## src/rtl/eye_to_pixel_dir.sv

```systemverilog
// Pipelined eye-to-pixel ray direction generator: (x, y) pixel -> un-normalized
// IEEE-754 single-precision direction vector, three-cycle latency, one result per clock.
module eye_to_pixel_dir #(
    parameter int unsigned WIDTH  = 1280,
    parameter int unsigned HEIGHT = 720,
    parameter int unsigned FOCAL  = 1000
) (
    input  logic        clk_in,
    input  logic        rst_in,
    input  logic [10:0] x_in,
    input  logic [9:0]  y_in,
    output logic [31:0] dir_x,
    output logic [31:0] dir_y,
    output logic [31:0] dir_z,
    output logic        dir_valid
);

    localparam int unsigned XW   = 11;
    localparam int unsigned YW   = 10;
    localparam int unsigned DW   = 13;
    localparam int unsigned CW   = 25;
    localparam int unsigned FW   = 32;
    localparam int unsigned LATW = 3;

    // Exact integer -> single conversion; every magnitude handled here is below 2^24.
    function automatic logic [FW-1:0] f_int_to_float(input logic [CW-1:0] v);
        logic [CW-1:0] mag;
        logic [4:0]    pos;
        logic [23:0]   shifted;
        logic [FW-1:0] res;
        mag     = v[CW-1] ? CW'(-v) : v;
        pos     = 5'd0;
        for (int i = 0; i < 24; i++) begin
            if (mag[i]) pos = 5'(i);
        end
        shifted = mag[23:0] << (5'd23 - pos);
        if (mag == '0) res = '0;
        else           res = {v[CW-1], 8'(127 + 32'(pos)), shifted[22:0]};
        return res;
    endfunction

    localparam logic [DW-1:0] HALF_W   = DW'(WIDTH / 2);
    localparam logic [DW-1:0] HALF_H   = DW'(HEIGHT / 2);
    localparam logic [CW-1:0] FOCAL_I  = CW'(FOCAL);
    localparam logic [FW-1:0] DZ_FLOAT = f_int_to_float(FOCAL_I);

    logic [XW-1:0]        r_x;
    logic [YW-1:0]        r_y;
    logic signed [DW-1:0] r_dx;
    logic signed [DW-1:0] r_dy;
    logic [LATW-1:0]      r_vld;

    logic [CW-1:0] w_dx_ext;
    logic [CW-1:0] w_dy_ext;
    logic [FW-1:0] w_fx;
    logic [FW-1:0] w_fy;

    always_comb begin
        w_dx_ext = {{(CW-DW){r_dx[DW-1]}}, r_dx};
        w_dy_ext = {{(CW-DW){r_dy[DW-1]}}, r_dy};
        w_fx     = f_int_to_float(w_dx_ext);
        w_fy     = f_int_to_float(w_dy_ext);
    end

    // Stage 1: sample pixel coordinate
    always_ff @(posedge clk_in or posedge rst_in) begin
        if (rst_in) begin
            r_x <= '0;
            r_y <= '0;
        end else begin
            r_x <= x_in;
            r_y <= y_in;
        end
    end

    // Stage 2: signed screen-centred offsets
    always_ff @(posedge clk_in or posedge rst_in) begin
        if (rst_in) begin
            r_dx <= '0;
            r_dy <= '0;
        end else begin
            r_dx <= $signed({2'b00, r_x} - HALF_W);
            r_dy <= $signed(HALF_H - {3'b000, r_y});
        end
    end

    always_ff @(posedge clk_in or posedge rst_in) begin
        if (rst_in) r_vld <= '0;
        else        r_vld <= {r_vld[LATW-2:0], 1'b1};
    end

    // Stage 3: float outputs; held at zero until the pipeline has refilled
    always_ff @(posedge clk_in or posedge rst_in) begin
        if (rst_in) begin
            dir_x     <= '0;
            dir_y     <= '0;
            dir_z     <= '0;
            dir_valid <= 1'b0;
        end else begin
            dir_x     <= r_vld[LATW-2] ? w_fx : '0;
            dir_y     <= r_vld[LATW-2] ? w_fy : '0;
            dir_z     <= r_vld[LATW-2] ? DZ_FLOAT : '0;
            dir_valid <= r_vld[LATW-2];
        end
    end

endmodule

```

## config.mk

```make
export PLATFORM = sky130hd
export DESIGN_NAME = eye_to_pixel_dir
export DESIGN_NICKNAME = d
export VERILOG_FILES = /design/src/rtl/eye_to_pixel_dir.sv
export SDC_FILE = /design/constraint.sdc
export NUM_CORES = 1
export LEC_CHECK = 0
export ABC_AREA = 1
export CAP_MARGIN = 15
export CORE_UTILIZATION = 51
export DETAILED_ROUTE_END_ITERATION = 10
export PLACE_DENSITY = 0.81
export SLEW_MARGIN = 5
export SYNTH_ARGS = -nofsm -noshare
export SYNTH_HDL_FRONTEND = slang
export SYNTH_SLANG_ARGS = --single-unit
```

## constraint.sdc

```tcl
create_clock -name clk_in -period 5.2 [get_ports clk_in]
set_input_delay 1.04 -clock clk_in [delete_from_list [all_inputs] [get_ports clk_in]]
set_output_delay 1.04 -clock clk_in [all_outputs]
set_load 0.03 [all_outputs]
```

Yosys cells after proc, flatten, opt, wreduce, memory -nomap -nowiden
Index checks and enable logic that the tools add are counted.
{"block": "totals", "out_inout_bits": 97, "reg_bits": 142, "input_bits": 23}
{"block": "classes", "addsub": 8, "n_reduce_logical": 2, "mux": 53, "n_shift": 2}
{"operator": "$mux 5", "count": 44}
{"operator": "$mux 32", "count": 4}
{"operator": "$logic_not 25->1", "count": 2}
{"operator": "$mux 25", "count": 2}
{"operator": "$neg 25->25", "count": 2}
{"operator": "$shl 24x5->23", "count": 2}
{"operator": "$mux 31", "count": 1}
{"operator": "$add 7x5->8 const A", "count": 2}
{"operator": "$sub 11x10->12 const B", "count": 1}
{"operator": "$sub 9x10->11 const A", "count": 1}
{"operator": "$sub 5x5->5 const A", "count": 2}
{"operator": "$mux 1", "count": 2}

Logic depth before layout (Yosys ltp)
Gate-level depths: netlist of run 1.
{"block": "logic_depth", "ltp_word": 29, "depth_mapped": 21, "ltp_nobuf": 20}

Least setup slack after synthesis of run 1
Ideal clock, no wire load.
{"block": "synth_timing", "kind": "reg-to-reg", "from": "register r_dy[0]", "to": "register dir_y[22]", "stages_incl_launch_ff": 16, "setup_slack_ps": 2683, "t_arrival_ps": 2451, "t_required_ps": 5133, "setup_ps": 67, "cell_sequence": "dfrtp_1 inv_2 ha_1 inv_1 nor2_1 nand3_1 o21ai_2 xor2_2 nor2_1 nand2_4 inv_1 ha_1 inv_1 nor2_1 o211ai_1 nand2_1"}
{"block": "synth_via", "elab_chain_len": 29}
{"element": "start, declared", "line_no": "50", "rtl": "logic signed [DW-1:0] r_dy;"}
{"element": "start signal, assigned", "line_no": "83", "rtl": "r_dy <= $signed(HALF_H - {3'b000, r_y});"}
{"element": "$neg 25->25", "line_no": "31", "rtl": "mag = v[CW-1] ? CW'(-v) : v;"}
{"element": "$mux 25 *", "line_no": "31"}
{"element": "$mux 1", "line_no": "34", "rtl": "if (mag[i]) pos = 5'(i);"}
{"element": "$mux 5 (22 in series)", "line_no": "34"}
{"element": "$sub 5x5->5", "line_no": "36", "rtl": "shifted = mag[23:0] << (5'd23 - pos);"}
{"element": "$shl 24x5->23", "line_no": "36"}
{"element": "$mux 32 *", "line_no": "37", "rtl": "if (mag == '0) res = '0;"}
{"element": "$mux 32 *", "line_no": "101", "rtl": "dir_y <= r_vld[LATW-2] ? w_fy : '0;"}
{"element": "end signal, assigned", "line_no": "101"}
{"element": "end, declared", "line_no": "13", "rtl": "output logic [31:0] dir_y,"}
Mark *: on every way between the ends. The rest lies on a longest branch, timed or not.

Worst setup path after layout of run 1
Same ends and word-level chain as after synthesis.

==> results of run 1 <==
## final cells by class
type / instances / area (sq um)
fillers: 861 / 3770
flip-flops and latches: 111 / 2780
multi-input cells: 415 / 2180
repair buffers: 96 / 976
inverters: 69 / 264
well taps: 136 / 170
clock buffers: 12 / 155
clock inverters: 1 / 30.0
## worst max-delay path, delay by kind of cell (launching register included)
family	cells	cell delay (ns)
buffers and inverters	4	0.37
AND/OR/NAND/NOR	6	0.97
flip-flops	1	0.42
adder cells (fa/ha/maj)	2	0.59
AO/OA/AOI/OAI	2	0.36
XOR/XNOR	1	0.23
## synth_stat cells
cell,number,area [sq um]
nand3b_4,1,20.0
inv_4,1,6.26
a21oi_1,9,45.0
buf_4,35,263
inv_2,16,60.1
nand3_1,84,420
inv_1,52,195
o21ai_2,6,52.6
and2_1,1,6.26
xor2_2,3,48.8
ha_1,8,100
nand3_2,8,80.1
nor3_1,7,35.0
nor2_1,40,150
o21ai_1,14,70.1
dfrtp_1,111,2780
conb_1,2,7.51
nor2_4,3,33.8
and3_1,1,6.26
a21oi_4,1,16.3
a31oi_1,1,6.26
buf_6,5,56.3
o21ai_0,5,25.0
nand2_4,6,67.6
nand2_2,11,68.8
nand2_1,125,469
nor4_1,4,25.0
nor2_2,11,68.8
xnor2_1,4,35.0
a21oi_2,1,8.76
o31ai_1,2,15.0
nand4_2,1,12.5
xor2_1,9,78.8
buf_2,3,15.0
o211ai_1,2,15.0
nand3b_1,3,22.5
nand4_1,6,37.5
## logic make-up after synthesis
group	Yosys count	share of synthesized area, %
DFF	111	51.2
xor gates and xnor gates	16	3.00
other	2	0.139
buffers and inverters	112	11.0
adders and majority gates	8	1.85
AOI/OAI and AO/OA	41	4.68
and+or+nand+nor	312	28.1
## layer usage
| metal | global-route usage [%] | vias to the layer above | wire, microns | part of all wire, % |
|---|---|---|---|---|
| met5 | 0 | - | 0 | 0 |
| met4 | 7.85 | 0 | 185 | 1.8 |
| met3 | 3.81 | 15 | 643 | 6.3 |
| met2 | 32.7 | 159 | 4880 | 48 |
| met1 | 27.3 | 1907 | 4500 | 44 |
| li1 | - | 2050 | - | - |
## worst max-delay path by stage
stage,endpoint,slack (ns),cells after the start
3_5_place_dp,dir_y[22],2.26,15
4_1_cts,dir_y[22],2.24,15
3_3_place_gp,dir_y[22],2.36,15
2_1_floorplan,dir_x[0],1.23,1
5_1_grt,dir_y[22],1.95,15
6_report,dir_y[22],2.21,15
## metrics by stage
stage / std cells / total power, W / instance area [sq um] / setup slack (ns)
2_1_floorplan: 638 / 0.00154 / 5560 / 1.23
3_3_place_gp: 826 / 0.00172 / 6340 / 2.36
3_5_place_dp: 826 / 0.00173 / 6340 / 2.26
4_1_cts: 839 / 0.00222 / 6530 / 2.24
5_1_grt: 840 / 0.00234 / 6560 / 1.95
6_report: 840 / 0.00221 / 6560 / 2.21
## registers in the layout, indices dropped and copies added (netlist names)
name and cells:
dir_x 32, dir_y 32, r_dx 12, r_dy 11, r_x 11, r_y 10
r_vld 2, dir_z 1
## power breakdown
part | switching, W | internal [W]
combinational | 0.000495 | 0.000248
sequential | 0.0000355 | 0.000938
clock | 0.000249 | 0.000242
total | 0.000779 | 0.00143
==> impl_metrics.csv, run 1 <==
group,metric,value,unit
drt,drc,0,
floorplanning,coreArea,10300,sq um
critical_path,crit_path_top_delay_cell,"dfrtp_1",
critical_path,critPathArrivalTime,3.30,ns
floorplanning,start_util,52.5,%
global_routing,grt_usage,20.3,%
worst_hold_path,holdPathStages,0,
clocking,h-tree-depth,3,
flow_run,cap_violations,0,
yosys,synth_cell_types,37,
critical_path,crit_start,"r_dy[0]",
finish,area_delta_synth_final,20.9,%
sta,skew,0.00667,ns
drt,wl_per_cell,12.1,microns
sta,worstMarginPinSlew,0.586,ns
yosys,ys_seq_area_share,51.2,%
sta,finalHoldViolCount,0,
clocking,cts.reportedPaths.clkPinSlew,0.09,ns
critical_path,cp.required,5.50,ns
critical_path,cp-end-kind,"register",
clocking,cts_made_buffers,9,
drt,totalWireLength,10.2,mm
finish,post-route-util,63.5,%
yosys,ys_ff_latch,111,
finish,final_layout_size_suffix_gt1_share,11.9,%
floorplanning,die_area,11000,sq um
critical_path,reg2reg_to,"dir_y[22]",
floorplanning,die_y,105,microns
yosys,syn-instance-count,602,
yosys,yosys_warnings,0,
critical_path,worst-r2r-setup-slack,2.21,ns
sta,drv_slew,0,
global_routing,grt_max_degree,90,
global_routing,grt_pass1_vias,3826,
clocking,cts-root-buf,"clkbuf_8",
clocking,cts_hold_buf,0,
sta,tns,0,ns
floorplanning,io_pins,120,
drt,drtIter0Drc,233,
drt,postRouteAntennaNets,0,
placement,place.gp.congestion,0.888,
sta,rsz0062_at_grt,"no",
yosys,avgSynthCellArea,9.01,sq um
outcome,status,"finished clean",
drt,vias,4131,
sta,period_minus_slack,2.99,ns
sta,slew_headroom,60.9,%
global_routing,grt_pass1_wl,17.8,mm
clocking,cts_tree,"yes",
finish,final_common_cell,"nand2_1",
power,ir_drop,0.000168,V
critical_path,path_cells,"inv_2 > ha_1 > inv_1 > nor2_1 > nand3_1 > o21ai_2 > xor2_2 > nor2_1 > nand2_4 > inv_1 > ha_1 > inv_1 > nor2_1 > o211ai_1 > nand2_1",
worst_hold_path,hold_class,"register to register",
yosys,synth.cell_area,5420,sq um
placement,hpwl,7.99,mm
clocking,post-cts-setup-buffers,0,
clocking,clkSinkCount,111,
critical_path,worstSetupPathType,"register to register",
sta,period_share,57.6,%
power,power.density,337,nW/um^2
critical_path,r2r_cells,15,
sta,setup_viol,0,
floorplanning,num_rows,37,
clocking,insertion_delay,0.36,ns
drt,drt-vias-per-instance,4.92,
clocking,cts_resized,0,
finish,final_nets,733,
finish,final_cell_mix,"nand2_1, dfrtp_1, clkdlybuf4s50_1",
power,leakage,3.26,nW
global_routing,antenna_found_initial,0,
drt,dr.pass1.iters,4,
critical_path,regToRegStartpoint,"r_dy[0]",
clocking,cts_buffer_depth,2,
critical_path,critPathMaxStageDelay,0.42,ns
sta,holdWs,0.353,ns
worst_hold_path,hold_start,"r_x[2]",
global_routing,grt.overflow.total,0,
critical_path,cp-start-kind,"register",
placement,numPortBuffers,94,
worst_hold_path,hold_end,"r_dx[2]",
sta,fmax,334,MHz
finish,antenna_cells,0,
floorplanning,die_x,105,microns
critical_path,cp_max_fo,9,
Power figures use the tool's default switching activity.
==> inputs of run 2 (changes only) <==
CORE_UTILIZATION = 46   (was 51)
PLACE_DENSITY = 0.77   (was 0.81)
clock period = 2.49 ns   (was 5.2 ns; I/O delays follow)
==> run 2 against run 1 <==
Net effect: clock power grew to 2.9 times the previous value; sequential cell count did not move; wire length grew 12%; critical path depth unchanged; largest power group unchanged; highest routed layer unchanged.
==> impl_metrics.csv, run 2 (synthesis gave the netlist of run 1 again) <==
group,metric,value,unit
critical_path,r2r_cells,15,
finish,final_nets,780,
floorplanning,die_area,12200,sq um
finish,largest_registers,"dir_x x32, dir_y x32, r_dx x12",
clocking,insertion_delay,0.35,ns
critical_path,worst-r2r-setup-slack,0.11,ns
floorplanning,die_x,111,microns
sta,worstMarginPinSlew,0.637,ns
clocking,cts_buffer_depth,2,
power,ir_drop,0.000481,V
sta,period_minus_slack,2.38,ns
critical_path,reg2reg_to,"dir_y[13]",
finish,final_common_cell,"nand2_1",
global_routing,grt.overflow.total,0,
floorplanning,io_pins,120,
finish,antenna_cells,0,
clocking,cts_made_buffers,9,
worst_hold_path,hold_end,"r_vld[1]",
finish,final_cell_mix,"nand2_1, dfrtp_1, clkdlybuf4s50_1",
drt,vias,4341,
critical_path,cp.required,2.71,ns
global_routing,grt_max_degree,73,
drt,dr.pass1.iters,5,
sta,finalHoldViolCount,0,
finish,seqCellArea,2780,sq um
clocking,cts-root-buf,"clkbuf_16",
drt,drtIter0Drc,136,
worst_hold_path,hold_class,"register to register",
drt,wl_per_cell,12.8,microns
outcome,status,"finished clean",
critical_path,cp-start-kind,"register",
finish,area_delta_synth_final,35.8,%
global_routing,grt_pass1_vias,4048,
placement,hpwl,8.77,mm
drt,drt-vias-per-instance,4.84,
floorplanning,coreArea,11500,sq um
sta,fmax,419,MHz
power,leakage,3.58,nW
critical_path,worstSetupPathType,"register to register",
critical_path,critPathArrivalTime,2.60,ns
sta,setup_viol,0,
sta,slew_headroom,57.5,%
floorplanning,start_util,47.3,%
clocking,cts_tree,"yes",
drt,postRouteAntennaNets,0,
power,power.density,726,nW/um^2
sta,tns,0,ns
placement,numPortBuffers,94,
global_routing,antenna_found_initial,0,
placement,place.gp.congestion,0.931,
drt,drc,0,
floorplanning,die_y,111,microns
sta,skew,0.0104,ns
critical_path,regToRegStartpoint,"r_dy[0]",
clocking,cts.reportedPaths.clkPinSlew,0.07,ns
finish,multi_input_area,2480,sq um
flow_run,cap_violations,0,
finish,final_layout_size_suffix_gt1_share,23.3,%
clocking,h-tree-depth,3,
global_routing,grt_usage,19.2,%
worst_hold_path,hold_start,"r_vld[0]",
global_routing,grt_pass1_wl,18.8,mm
drt,totalWireLength,11.5,mm
floorplanning,num_rows,39,
finish,post-route-util,64.2,%
critical_path,cp_max_fo,8,
finish,fill_cells,915,
power,p_total,0.00534,W
sta,period_share,95.8,%
worst_hold_path,holdPathStages,0,
sta,drv_slew,0,
clocking,clkSinkCount,111,
critical_path,cp-end-kind,"register",
[run 2: worst max-delay path by stage]
stage,slack [ns],to,startpoint
6_report,0.11,dir_y[13],r_dy[0]
5_1_grt,-0.02,dir_y[4],r_dy[0]
4_1_cts,0.03,dir_y[29],r_dy[1]
3_5_place_dp,0.05,dir_y[18],r_dy[1]
3_3_place_gp,0.12,dir_y[22],r_dy[1]
2_1_floorplan,0.03,dir_x[13],r_dx[0]
[run 2: repair_timing]
item | CTS | global route
hold buffers | 0 | 0
gates cloned | 0 | 1
endpoints found under the setup margin | 1 | 40
pin swaps | 0 | 11
buffers inserted | 0 | 7
gates resized for setup | 1 | 64
[run 2: worst max-delay path: stages, from the launching register on]
cell and delay (ns):
dfrtp_1 0.40, inv_2 0.06, ha_2 0.18, inv_1 0.06, nor2_1 0.08, nand3_1 0.10
o21ai_2 0.19, xor2_2 0.18, nor2_2 0.08, nand2_4 0.08, buf_8 0.14, nor2_2 0.05
nor2_4 0.14, buf_4 0.13, nand2_2 0.05, nor4_1 0.34
[run 2: power breakdown]
group | total, W | leakage, nW | internal, W | switching (W)
clock network | 0.00141 | 0.143 | 0.000785 | 0.000624
logic | 0.00190 | 2.05 | 0.000728 | 0.00117
registers | 0.00203 | 1.39 | 0.00196 | 0.0000741
[run 2: final cells by class]
type                    instances  share of cell area (%)
multi-input cells             416                    33.7
well taps                     143                    2.43
flip-flops and latches        111                    37.7
clock inverters                 6                   0.935
clock buffers                  10                    3.11
inverters                      69                    3.64
repair buffers                142                    18.4
[run 2: per-layer routing]
layer	global-route usage (%)	routed length, microns	part of all wire (%)
met1	24.7	4910	43
met2	31.0	5640	49
met3	4.12	638	5.6
met4	8.71	268	2.3
met5	0	0	0
[run 2: metrics by stage]
stage	instance area, sq um	hold WS (ns)	cells	worst slack, ns
6_report	7360	0.349	897	0.105
5_1_grt	7360	0.369	897	-0.0228
4_1_cts	7000	0.350	889	0.0252
3_5_place_dp	6690	0.335	873	0.0548
3_3_place_gp	6690	0.333	873	0.118
2_1_floorplan	5560	0.331	638	0.0319
==> inputs of run 3 (changes only) <==
PLACE_DENSITY = 0.84   (was 0.77)
==> run 3 against run 2 <==
Net effect: clock power shrank 6%; clock-buffer cell count shrank 1; clock skew shrank 0.0030 ns; core utilization grew 0.73 points; combinational power grew 3%.
==> impl_metrics.csv, run 3 (synthesis gave the netlist of run 1 again) <==
group,metric,value,unit
outcome,status,"finished clean",
critical_path,r2r_cells,15,
global_routing,antenna_found_initial,0,
drt,drt-vias-per-instance,4.87,
sta,finalHoldViolCount,0,
clocking,cts_buffer_depth,2,
drt,drc,0,
worst_hold_path,hold_class,"register to register",
sta,fmax,419,MHz
critical_path,critPathArrivalTime,2.63,ns
critical_path,worstSetupPathType,"register to register",
global_routing,grt_pass1_vias,4262,
sta,skew,0.00745,ns
critical_path,crit_path_top_delay_cell,"dfrtp_1",
floorplanning,start_util,47.3,%
clocking,cts_tree,"yes",
drt,totalWireLength,11.8,mm
finish,final_nets,801,
drt,drtIter0Drc,161,
finish,final_common_cell,"nand2_1",
finish,fill_cells,915,
sta,period_share,95.9,%
clocking,clkSinkCount,111,
drt,postRouteAntennaNets,0,
critical_path,cp.required,2.73,ns
drt,vias,4475,
finish,largest_registers,"dir_x x32, dir_y x32, r_dx x12",
global_routing,grt.overflow.total,0,
sta,setup_viol,0,
critical_path,reg2reg_to,"dir_y[13]",
worst_hold_path,hold_end,"r_dx[6]",
critical_path,crit_buf_inv,4,
floorplanning,io_pins,120,
finish,antenna_cells,0,
critical_path,cp-start-kind,"register",
finish,final_layout_size_suffix_gt1_share,24.9,%
critical_path,path_cells,"inv_2 > ha_4 > inv_1 > nor2_2 > nand3_2 > o21ai_2 > xor2_2 > nor2_2 > nand2_4 > buf_6 > nor2_2 > nor2_4 > buf_12 > nand2_2 > nor4_1",
finish,final_cell_area,7450,sq um
clocking,cts-root-buf,"clkbuf_16",
clocking,cts_made_buffers,9,
clocking,h-tree-depth,3,
floorplanning,coreArea,11500,sq um
global_routing,grt_max_degree,42,
finish,post-route-util,64.9,%
drt,dr.pass1.iters,4,
drt,wl_per_cell,12.8,microns
floorplanning,num_rows,39,
worst_hold_path,hold_start,"r_x[6]",
flow_run,cap_violations,0,
worst_hold_path,holdPathStages,0,
clocking,insertion_delay,0.36,ns
finish,area_delta_synth_final,37.3,%
placement,hpwl,9.10,mm
sta,rsz0062_at_grt,"yes",
floorplanning,die_area,12200,sq um
placement,placed_cell_area,6790,sq um
power,power.density,715,nW/um^2
sta,period_minus_slack,2.39,ns
critical_path,cp_max_fo,8,
critical_path,path_common_cell,"nor2_2",
clocking,cts.reportedPaths.clkPinSlew,0.07,ns
critical_path,critPathMaxStageDelay,0.39,ns
critical_path,crit_family,"simple AND/OR/NAND/NOR gates",
sta,drv_slew,0,
floorplanning,die_x,111,microns
floorplanning,die_y,111,microns
global_routing,grt_pass1_wl,19.8,mm
power,ir_drop,0.000549,V
global_routing,grt_usage,20.2,%
critical_path,worst-r2r-setup-slack,0.10,ns
finish,final_cell_mix,"nand2_1, dfrtp_1, clkdlybuf4s50_1",
critical_path,regToRegStartpoint,"r_dy[0]",
power,leakage,3.66,nW
placement,place.gp.congestion,0.894,
placement,numPortBuffers,94,
critical_path,cp-end-kind,"register",
==> run 3: changes by cell type in the layout (fill, tap and decap cells not counted), sizes merged <==
cell | before | now
buf | 48 | 69
clkinv | 3 | 6
bufinv | 1 | 0
clkbuf | 10 | 9
inv | 69 | 68
==> run 3: power by group <==
part	leakage, nW	total, W	switching, W	internal, W
Clock	0.136	0.00133	0.000654	0.000679
Sequential	1.39	0.00203	0.0000728	0.00196
Combinational	2.13	0.00196	0.00117	0.000784
Total	3.66	0.00532	0.00190	0.00342
==> run 3: metal layers <==
metal | wire length (microns) | up-vias | GRT usage (%)
li1 | - | 2192 | -
met1 | 5170 | 2101 | 26.3
met2 | 5750 | 162 | 32.1
met3 | 567 | 20 | 3.84
met4 | 294 | 0 | 10.2
met5 | 0 | - | 0
==> run 3: timing repair <==
action	CTS	global route
setup endpoints to repair	3	48
cloned	0	1
pin swaps	0	21
setup buffers	0	15
resized for setup	2	52
hold buffers	0	0
hold endpoints to repair	0	0
==> run 3: stage by stage <==
stage          setup TNS [ns]  std cells  total power [W]  setup slack (ns)  hold WS [ns]
3_5_place_dp          -0.0152        886          0.00383           -0.0152         0.335
4_1_cts                     0        902          0.00516            0.0191         0.351
3_3_place_gp                0        886          0.00380            0.0742         0.332
5_1_grt                -0.245        918          0.00560           -0.0334         0.355
6_report                    0        918          0.00532             0.102         0.350
2_1_floorplan               0        638          0.00321            0.0319         0.331
==> run 3: worst max path at each step <==
stage                end  startpoint  cells past startpoint
3_5_place_dp   dir_y[16]     r_dy[1]                     15
2_1_floorplan  dir_x[13]     r_dx[0]                     13
4_1_cts        dir_y[15]     r_dy[1]                     20
3_3_place_gp   dir_y[20]     r_dy[1]                     17
5_1_grt        dir_y[22]     r_dy[0]                     17
6_report       dir_y[13]     r_dy[0]                     15
==> run 3: area by class of cell <==
cell class	count	area [sq um]	share of cell area (%)
sequential	111	2780	37.3
multi-input combinational	416	2430	32.6
timing repair buffer	163	1510	20.3
inverter	69	275	3.70
clock buffer	9	225	3.02
tap	143	179	2.40
clock inverter	7	48.8	0.655
